==> config.mk <==
export PLATFORM = sky130hd
export DESIGN_NAME = id_hazard_controller
export DESIGN_NICKNAME = d
export VERILOG_FILES = /design/src/rtl/id_hazard_controller.sv
export SDC_FILE = /design/constraint.sdc
export NUM_CORES = 1
export LEC_CHECK = 0
export BUFFER_PORTS_ARGS = -buffer_cell sky130_fd_sc_hd__buf_2
export CAP_MARGIN = 5
export CORE_ASPECT_RATIO = 0.7
export CORE_MARGIN = 2
export CORE_UTILIZATION = 45
export CTS_BUF_LIST = sky130_fd_sc_hd__clkbuf_2 sky130_fd_sc_hd__clkbuf_4 sky130_fd_sc_hd__clkbuf_8
export CTS_CLUSTER_DIAMETER = 60
export DETAILED_ROUTE_END_ITERATION = 10
export PLACE_DENSITY = 0.7
export SETUP_SLACK_MARGIN = 0.4
export SYNTH_ARGS = -nofsm -noshare
export SYNTH_HDL_FRONTEND = slang
export SYNTH_SLANG_ARGS = --single-unit
export TNS_END_PERCENT = 50
==> constraint.sdc <==
create_clock -name clk -period 2.8 [get_ports clk]
set_clock_uncertainty 0.05 [all_clocks]
set_input_delay 0.56 -clock clk [delete_from_list [all_inputs] [get_ports clk]]
set_output_delay 0.56 -clock clk [all_outputs]
set_load 0.01 [all_outputs]
==> src/rtl/id_hazard_controller.sv <==
// ID-stage hazard unit: shadows downstream write-back bookkeeping,
// raises load-use stalls and selects qa/qb forwarding sources.
module id_hazard_controller #(
   parameter int STALL_CNT_W = 16
) (
   input  logic                   clk,
   input  logic                   reset,
   input  logic                   freeze,
   input  logic [4:0]             rs,
   input  logic [4:0]             rt,
   input  logic                   uses_rs,
   input  logic                   uses_rt,
   input  logic                   write_reg,
   input  logic                   mem_to_reg,
   input  logic [4:0]             reg_dest,
   output logic                   stall,
   output logic                   bubble,
   output logic [1:0]             fwd_a,
   output logic [1:0]             fwd_b,
   output logic [STALL_CNT_W-1:0] stall_count
);

   typedef struct packed {
      logic       wr;
      logic       ld;
      logic [4:0] dst;
   } rec_t;

   // The WB record is kept for bookkeeping visibility only: the register
   // file writes in the first half-cycle, so nothing downstream reads it.
   rec_t exe_q, mem_q, wb_q;

   function automatic logic hit(rec_t s, logic [4:0] r);
      return s.wr && (s.dst == r) && (r != 5'd0);
   endfunction

   // A load still in EXE yields 00: that cycle is a bubble anyway.
   function automatic logic [1:0] sel(logic used, logic [4:0] r,
                                      rec_t e, rec_t m);
      logic [1:0] f;
      f = 2'b00;
      if (used) begin
         if (hit(e, r))
            f = e.ld ? 2'b00 : 2'b01;
         else if (hit(m, r))
            f = m.ld ? 2'b11 : 2'b10;
      end
      return f;
   endfunction

   always_comb begin
      stall = exe_q.ld && exe_q.wr &&
              ((uses_rs && hit(exe_q, rs)) ||
               (uses_rt && hit(exe_q, rt)));
      bubble = stall;
      fwd_a  = sel(uses_rs, rs, exe_q, mem_q);
      fwd_b  = sel(uses_rt, rt, exe_q, mem_q);
   end

   always_ff @(posedge clk) begin
      if (reset) begin
         exe_q       <= '0;
         mem_q       <= '0;
         wb_q        <= '0;
         stall_count <= '0;
      end else if (!freeze) begin
         if (bubble)
            exe_q <= '0;
         else
            exe_q <= '{wr: write_reg, ld: mem_to_reg, dst: reg_dest};
         mem_q <= exe_q;
         wb_q  <= mem_q;
         if (stall && (stall_count != '1))
            stall_count <= stall_count + 1'b1;
      end
   end

   logic unused_wb;
   assign unused_wb = ^wb_q;

endmodule

Yosys cells after proc, flatten, opt, wreduce, memory -nomap -nowiden
Cells that the tools add are included.
{ "classes": {"eq_ne": 5, "add_sub_neg": 1, "muxes": 9, "n_bitwise": 1, "n_reduce_logical": 17} }
{ "ops": {"columns": ["operator", "count"], "rows": [
  ["$eq A5 B5 Y1", 4],
  ["$add A16 B1 Y16 const B", 1],
  ["$ne A16 B16 Y1 const B", 1],
  ["$logic_and A1 B1 Y1", 13],
  ["$mux W2", 6],
  ["$reduce_bool A5 Y1", 2],
  ["$mux W7", 1],
  ["$mux W1", 2],
  ["$reduce_and A2 Y1", 1],
  ["$logic_or A1 B1 Y1", 1],
  ["$not A1 Y1", 1]
]} }
{ "totals": {"out_inout_bits": 22, "input_bits": 22, "reg_bits": 30} }

Logic depth before layout (Yosys ltp)
Gate-level depths: netlist of the first run.
{ "depth": {"depth_word": 8, "mapped_depth": 7, "depth_no_buf": 7} }

Least setup slack after synthesis of the first run
OpenSTA, ideal clock, no wires.
{ "synth_timing": {"path_type": "input to output", "start": "input port rt[1]", "end": "output port stall", "stages": 7, "t_arrival_ps": 1938, "t_required_ps": 2190, "setup_slack_ps": 252, "cell_sequence": "or4_1 -> o21ai_1 -> nor4_4 -> nor2_2 -> buf_2 -> nor2_1 -> buf_4"} }
{ "synth_between": {"elab_chain_cells": 6, "elab_cells_between_ends": 7, "cone_classes": "eq/ne (1); reduce/logical (6)"} }
{ "synth_rtl": {"columns": ["item", "line_no", "source"], "rows": [
  ["start: declaration", "10", "input logic [4:0] rt,"],
  ["$eq A5 B5 Y1", "34", "return s.wr && (s.dst == r) && (r != 5'd0);"],
  ["$logic_and A1 B1 Y1", "34", null],
  ["$logic_and A1 B1 Y1 *", "34", null],
  ["$logic_and A1 B1 Y1 *", "54", "(uses_rt && hit(exe_q, rt)));"],
  ["$logic_or A1 B1 Y1 *", "53", "((uses_rs && hit(exe_q, rs)) ||"],
  ["$logic_and A1 B1 Y1 *", "52", "stall = exe_q.ld && exe_q.wr &&"],
  ["end: declaration", "16", "output logic stall,"]
]} }
Every way passes the cells marked *; elsewhere a longest branch is shown, timed or not.

Final worst setup path of the first run
{ "layout_timing": {"start": "input port rs[4]", "end": "output port bubble"} }
{ "layout_between": {"elab_chain_cells": 6, "elab_cells_between_ends": 7, "cone_classes": "eq/ne (1); reduce/logical (6)"} }
{ "layout_rtl": {"columns": ["item", "line_no", "source"], "rows": [
  ["start: declaration", "9", "input logic [4:0] rs,"],
  ["$eq A5 B5 Y1", "34", null],
  ["$logic_and A1 B1 Y1", "34", null],
  ["$logic_and A1 B1 Y1 *", "34", null],
  ["$logic_and A1 B1 Y1 *", "53", null],
  ["$logic_or A1 B1 Y1 *", "53", null],
  ["$logic_and A1 B1 Y1 *", "52", null],
  ["end: declaration", "17", "output logic bubble,"]
]} }
Marked as above.

==> flow_metrics.env, run 1 <==
export IMPL_outcome="finished clean"
export IMPL_leakage_nw=0.881
export IMPL_path_class="input pin to output pin"
export IMPL_fmax_mhz=403
export IMPL_cts_buffer_depth=2
export IMPL_dieHeight_um=55.6
export IMPL_crit_fanout=2
export IMPL_grt_max_degree=34
export IMPL_placementRows=18
export IMPL_finalCritPeriodShare_pct=88.5
export IMPL_layout_cells_most_common="buf_2"
export IMPL_boundaryPins=44
export IMPL_reg2reg_slack_ns=0.50
export IMPL_final_cell_mix="buf_2 (37), dfxtp_1 (25), nor2_1 (21), nand2_1 (17), xnor2_1 (12)"
export IMPL_syn_area_per_cell_um2=8.57
export IMPL_n_antenna_cell=0
export IMPL_die_width_um=77.8
export IMPL_r2r_cells=8
export IMPL_maxCapViolCount=0
export IMPL_synth_nets=223
export IMPL_syn2layout_area_growth_pct=29.0
export IMPL_r2r_start="stall_count[0]"
export IMPL_synth_ff_type="dfxtp_1"
export IMPL_yosysTopAreaCellShare_pct=35.0
export IMPL_start_kind="input pin"
export IMPL_ys_warn_count=0
export IMPL_dr_total_vias=1697
export IMPL_dieArea_um2=4330
export IMPL_overflow=0
export IMPL_instances_no_fill=302
export IMPL_start_util_pct=47.9
export IMPL_slew_viol_final=0
export IMPL_dp_hpwl_mm=3.16
export IMPL_yosysTopAreaCell="dfxtp_1"
export IMPL_seqCellArea_um2=607
export IMPL_portBuffers=43
export IMPL_synth_distinct_cells=39
export IMPL_worst_pin_slew_ns=0.650
export IMPL_finish_utilization_pct=61.7
export IMPL_routed_via_density=5.62
export IMPL_peakVddDrop_uv=262
export IMPL_finalPower_mw=0.931
export IMPL_gp_congestion=0.849
export IMPL_cts_root_buf="clkbuf_8"
export IMPL_worstPathRequired_ns=2.19
export IMPL_wl_mm=4.55
export IMPL_min_period_ns=2.48
export IMPL_crit_arrival_ns=1.87
export IMPL_cp_startpoint="rs[4]"
export IMPL_antenna_found_initial=0
export IMPL_cts_tree="done"
export IMPL_grt_pass1_wl_mm=7.28
export IMPL_postRouteAntennaNets=0
export IMPL_rsz0062_at_grt="true"
export IMPL_power_density_nw_per_um2=421
export IMPL_finalNetCount=274
export IMPL_synth_edf_count=0
export IMPL_ys_ff_latch=30
export IMPL_post_drt_wl_per_cell_um=15.1
export IMPL_hold_class="input pin to flop"
export IMPL_synth_top_cells_by_area="dfxtp_1 (35%), xnor2_1 (6.1%), nor2_1 (5.0%)"
export IMPL_cts_reportedPaths_clkPinSlew_ns=0.07
export IMPL_drt_iter0_drc=110
export IMPL_syn_area_um2=1710
export IMPL_drtPass1Iterations=4
export IMPL_async_flop_share_pct=0
export IMPL_worstSetupEndpointType="output pin"
export IMPL_setup_viol=0
export IMPL_crit_end="bubble"
export IMPL_finalSetupTns_ns=0
export IMPL_r2r_end="stall_count[11]"
export IMPL_multi_input_area_um2=1120
export IMPL_cts_buffers=5
export IMPL_ys_seq_area_share_pct=35.0
export IMPL_grt_pass1_vias=1481
export IMPL_grtUsageTotal_pct=21.4
export IMPL_fill_cells=318
export IMPL_slew_headroom_pct=56.6
export IMPL_drive_gt1_share_pct=33.3
export IMPL_core_um2=3580
export IMPL_clock_latency_ns=0.29
export IMPL_hold_ws_ns=0.430
export IMPL_drc=0
export IMPL_cts_hold_buf=0
export IMPL_netlist_instances=200
export IMPL_cts_sinks=30
export IMPL_dp_cells=287
export IMPL_htree_num_levels=2
export IMPL_hold_violations=0
[power breakdown]
group | internal, mW | switching [mW] | leakage [nW]
Sequential | 0.437 | 0.0134 | 0.246
Combinational | 0.0488 | 0.0559 | 0.584
Clock | 0.208 | 0.169 | 0.0517
Total | 0.693 | 0.238 | 0.881
[synthesized netlist by cell type (3+ instances only)]
library cell / instances
dfxtp_1: 30
a21oi_1: 8
o21ai_0: 7
nor3_1: 6
o31ai_1: 5
nand4_1: 3
mux2_1: 5
or3_1: 5
nand2_1: 17
nor2b_1: 8
nor2_1: 23
a22o_1: 7
nand3_1: 7
xnor2_1: 12
mux2i_1: 7
nor4_1: 6
or4_1: 8
xor2_1: 8
clkbuf_1: 3
[cell families (layout without fill, tap and decap cells)]
family	after synthesis	in the layout	share of synthesized area [%]
simple gates	93	93	30.2
mux	14	14	8.69
compound gates	32	32	12.2
xor+xnor	20	20	10.2
flops	30	30	35.0
buf+inv	10	62	2.92
fa+ha+maj	1	1	0.730
[routing by layer]
layer | vias to the layer above | share of wire [%] | track usage [%]
met3 | 12 | 5.9 | 5.03
met1 | 805 | 49 | 32.3
met4 | 0 | 2.4 | 7.65
met2 | 53 | 42 | 29.3
met5 | - | 0 | 0
li1 | 827 | - | -
[worst min-delay path by stage]
| stage | start | end | slack [ns] | depth (start not counted) |
|---|---|---|---|---|
| 6_report | reg_dest[0] | exe_q[0] | 0.43 | 2 |
| 5_1_grt | reg_dest[3] | exe_q[3] | 0.44 | 2 |
| 4_1_cts | reg_dest[3] | exe_q[3] | 0.43 | 2 |
| 3_5_place_dp | stall_count[13] | stall_count[13] | 0.46 | 2 |
| 3_3_place_gp | stall_count[13] | stall_count[13] | 0.45 | 2 |
| 2_1_floorplan | mem_q[6] | mem_q[6] | 0.44 | 2 |
[final cells by class]
cell class                 count  area share, %
multi-input combinational    160           50.6
sequential                    30           27.4
timing repair buffer          52           14.5
clock buffer                   7           4.07
tap                           50           2.83
inverter                       2          0.340
clock inverter                 1          0.226
[state kept, by name, summed over array words and instances, names as in the netlist]
name,cells
mem_q,7
stall_count,16
exe_q,7
[worst max-delay path: stages]
cell	delay, ns
buf_8	0.10
or4_4	0.52
o211ai_1	0.24
nor2_2	0.09
nor2_2	0.16
nor2_4	0.07
buf_6	0.12
[stage by stage]
step / setup WS [ns] / area (um^2)
after floorplan: 0.335 / 1740
after global placement: 0.263 / 1980
after detailed placement: 0.216 / 1980
after CTS: 0.331 / 2150
after global routing: 0.252 / 2210
final: 0.321 / 2210
[timing repair]
item	in CTS	in global routing
setup buffers	4	3
gates resized for setup	12	13
pin swaps	8	8
endpoints found under the setup margin	3	11
(Power assumes the default switching activity.)
==> inputs of run 2 (changes only) <==
- ABC_CLOCK_PERIOD_IN_PS: unset -> 2800
- GPL_ROUTABILITY_DRIVEN: unset -> 1
- REMOVE_ABC_BUFFERS: unset -> 1
==> flow_metrics.env, run 2 (synthesized netlist as in run 1, its figures left out) <==
export IMPL_die_width_um=77.8
export IMPL_slew_headroom_pct=59.9
export IMPL_cts_buffers=5
export IMPL_cts_hold_buf=0
export IMPL_crit_fanout=3
export IMPL_switchingPower_mw=0.232
export IMPL_fmax_mhz=407
export IMPL_syn2layout_area_growth_pct=27.4
export IMPL_worstPathRequired_ns=2.19
export IMPL_setup_viol=0
export IMPL_grt_pass1_wl_mm=6.67
export IMPL_finalNetCount=274
export IMPL_portBuffers=43
export IMPL_layout_cells_most_common="buf_2"
export IMPL_reg_largest_list="stall_count (16), exe_q (7), mem_q (7)"
export IMPL_gp_congestion=0.915
export IMPL_cts_tree="done"
export IMPL_maxCapViolCount=0
export IMPL_instances_no_fill=302
export IMPL_cts_root_buf="clkbuf_8"
export IMPL_dieArea_um2=4330
export IMPL_placementRows=18
export IMPL_wl_mm=4.28
export IMPL_grt_pass1_vias=1364
export IMPL_boundaryPins=44
export IMPL_drc=0
export IMPL_grt_max_degree=34
export IMPL_cts_reportedPaths_clkPinSlew_ns=0.06
export IMPL_cts_sinks=30
export IMPL_p_int_mw=0.746
export IMPL_min_period_ns=2.46
export IMPL_crit_arrival_ns=1.85
export IMPL_peakVddDrop_uv=274
export IMPL_top_register="stall_count"
export IMPL_worst_pin_slew_ns=0.602
export IMPL_power_density_nw_per_um2=448
export IMPL_n_antenna_cell=0
export IMPL_hold_class="input pin to flop"
export IMPL_dp_hpwl_mm=3.10
export IMPL_slew_viol_final=0
export IMPL_start_util_pct=47.9
export IMPL_rsz0062_at_grt="true"
export IMPL_dieHeight_um=55.6
export IMPL_leakage_nw=0.885
export IMPL_drtPass1Iterations=4
export IMPL_worstSetupEndpointType="output pin"
export IMPL_grtUsageTotal_pct=19.7
export IMPL_combinationalPowerShare_pct=10.1
export IMPL_finalCritPeriodShare_pct=87.7
export IMPL_hold_violations=0
export IMPL_drive_gt1_share_pct=29.8
export IMPL_cts_buffer_depth=2
export IMPL_finalSetupTns_ns=0
export IMPL_antenna_found_initial=0
export IMPL_overflow=0
export IMPL_clock_latency_ns=0.28
export IMPL_start_kind="input pin"
export IMPL_post_drt_wl_per_cell_um=14.2
export IMPL_core_um2=3580
export IMPL_largest_reg_flops=16
export IMPL_postRouteAntennaNets=0
export IMPL_drt_iter0_drc=119
export IMPL_routed_via_density=5.40
export IMPL_seqPwrFrac_pct=46.0
export IMPL_sw_frac_of_total_pct=23.7
export IMPL_htree_num_levels=2
export IMPL_dp_cells=288
export IMPL_final_cell_mix="buf_2 (40), dfxtp_1 (30), nor2_1 (21), nand2_1 (17), xnor2_1 (12)"
export IMPL_path_class="input pin to output pin"
export IMPL_clock_power_share_pct=43.9
export IMPL_outcome="finished clean"
export IMPL_dr_total_vias=1632
run 2: metrics by stage:
step	hold slack (ns)	area (um^2)	setup WS [ns]	total power [mW]	util, %
6_report	0.444	2180	0.344	0.979	61.0
5_1_grt	0.436	2180	0.274	1.02	61.0
4_1_cts	0.436	2150	0.316	0.983	60.0
3_5_place_dp	0.452	1970	0.275	0.548	55.1
3_3_place_gp	0.445	1970	0.305	0.547	55.1
2_1_floorplan	0.436	1670	0.188	0.504	-
run 2: final timing paths:
kind	cells past startpoint	end	startpoint	slack, ns
worst max register to register	8	stall_count[11]	stall_count[0]	0.49
worst min register to register	2	stall_count[13]	stall_count[13]	0.45
worst min-delay path	2	exe_q[3]	reg_dest[3]	0.44
worst max-delay path	7	bubble	rt[2]	0.34
run 2: routing by layer:
metal,global-route usage (%),share of wire [%],vias up
li1,-,-,835
met3,5.36,4.9,5
met1,30.7,54,753
met5,0,0,-
met4,7.65,0.77,0
met2,24.9,40,39
run 2: worst max-delay path: stages:
cell and delay, ns:
buf_2 0.12, or4_4 0.52, o21ai_4 0.21, nor4_4 0.08, nor2_2 0.14, nor2_2 0.06
buf_2 0.14
run 2: layout make-up:
| cell class | instances | area [um^2] |
|---|---|---|
| Fill cell | 325 | 1400 |
| Multi-Input combinational cell | 160 | 1100 |
| Sequential cell | 30 | 601 |
| Timing Repair Buffer | 52 | 305 |
| Clock buffer | 5 | 68.8 |
| Tap cell | 50 | 62.6 |
| Clock inverter | 3 | 40.0 |
| Inverter | 2 | 7.51 |
run 2: power groups by stage:
stage / Combinational, mW / Sequential, mW / Clock (mW)
floorplan: 0.0498 / 0.455 / 0
detailed placement: 0.0880 / 0.460 / 0
global route: 0.109 / 0.451 / 0.455
finish: 0.0990 / 0.450 / 0.429
global placement: 0.0874 / 0.460 / 0
CTS: 0.0957 / 0.450 / 0.437
run 2: repair_timing:
action	CTS	global route
pin swaps	6	6
gates cloned	0	0
gates resized for setup	9	6
buffers inserted	5	1
hold endpoints to repair	0	0
endpoints found under the setup margin	4	10
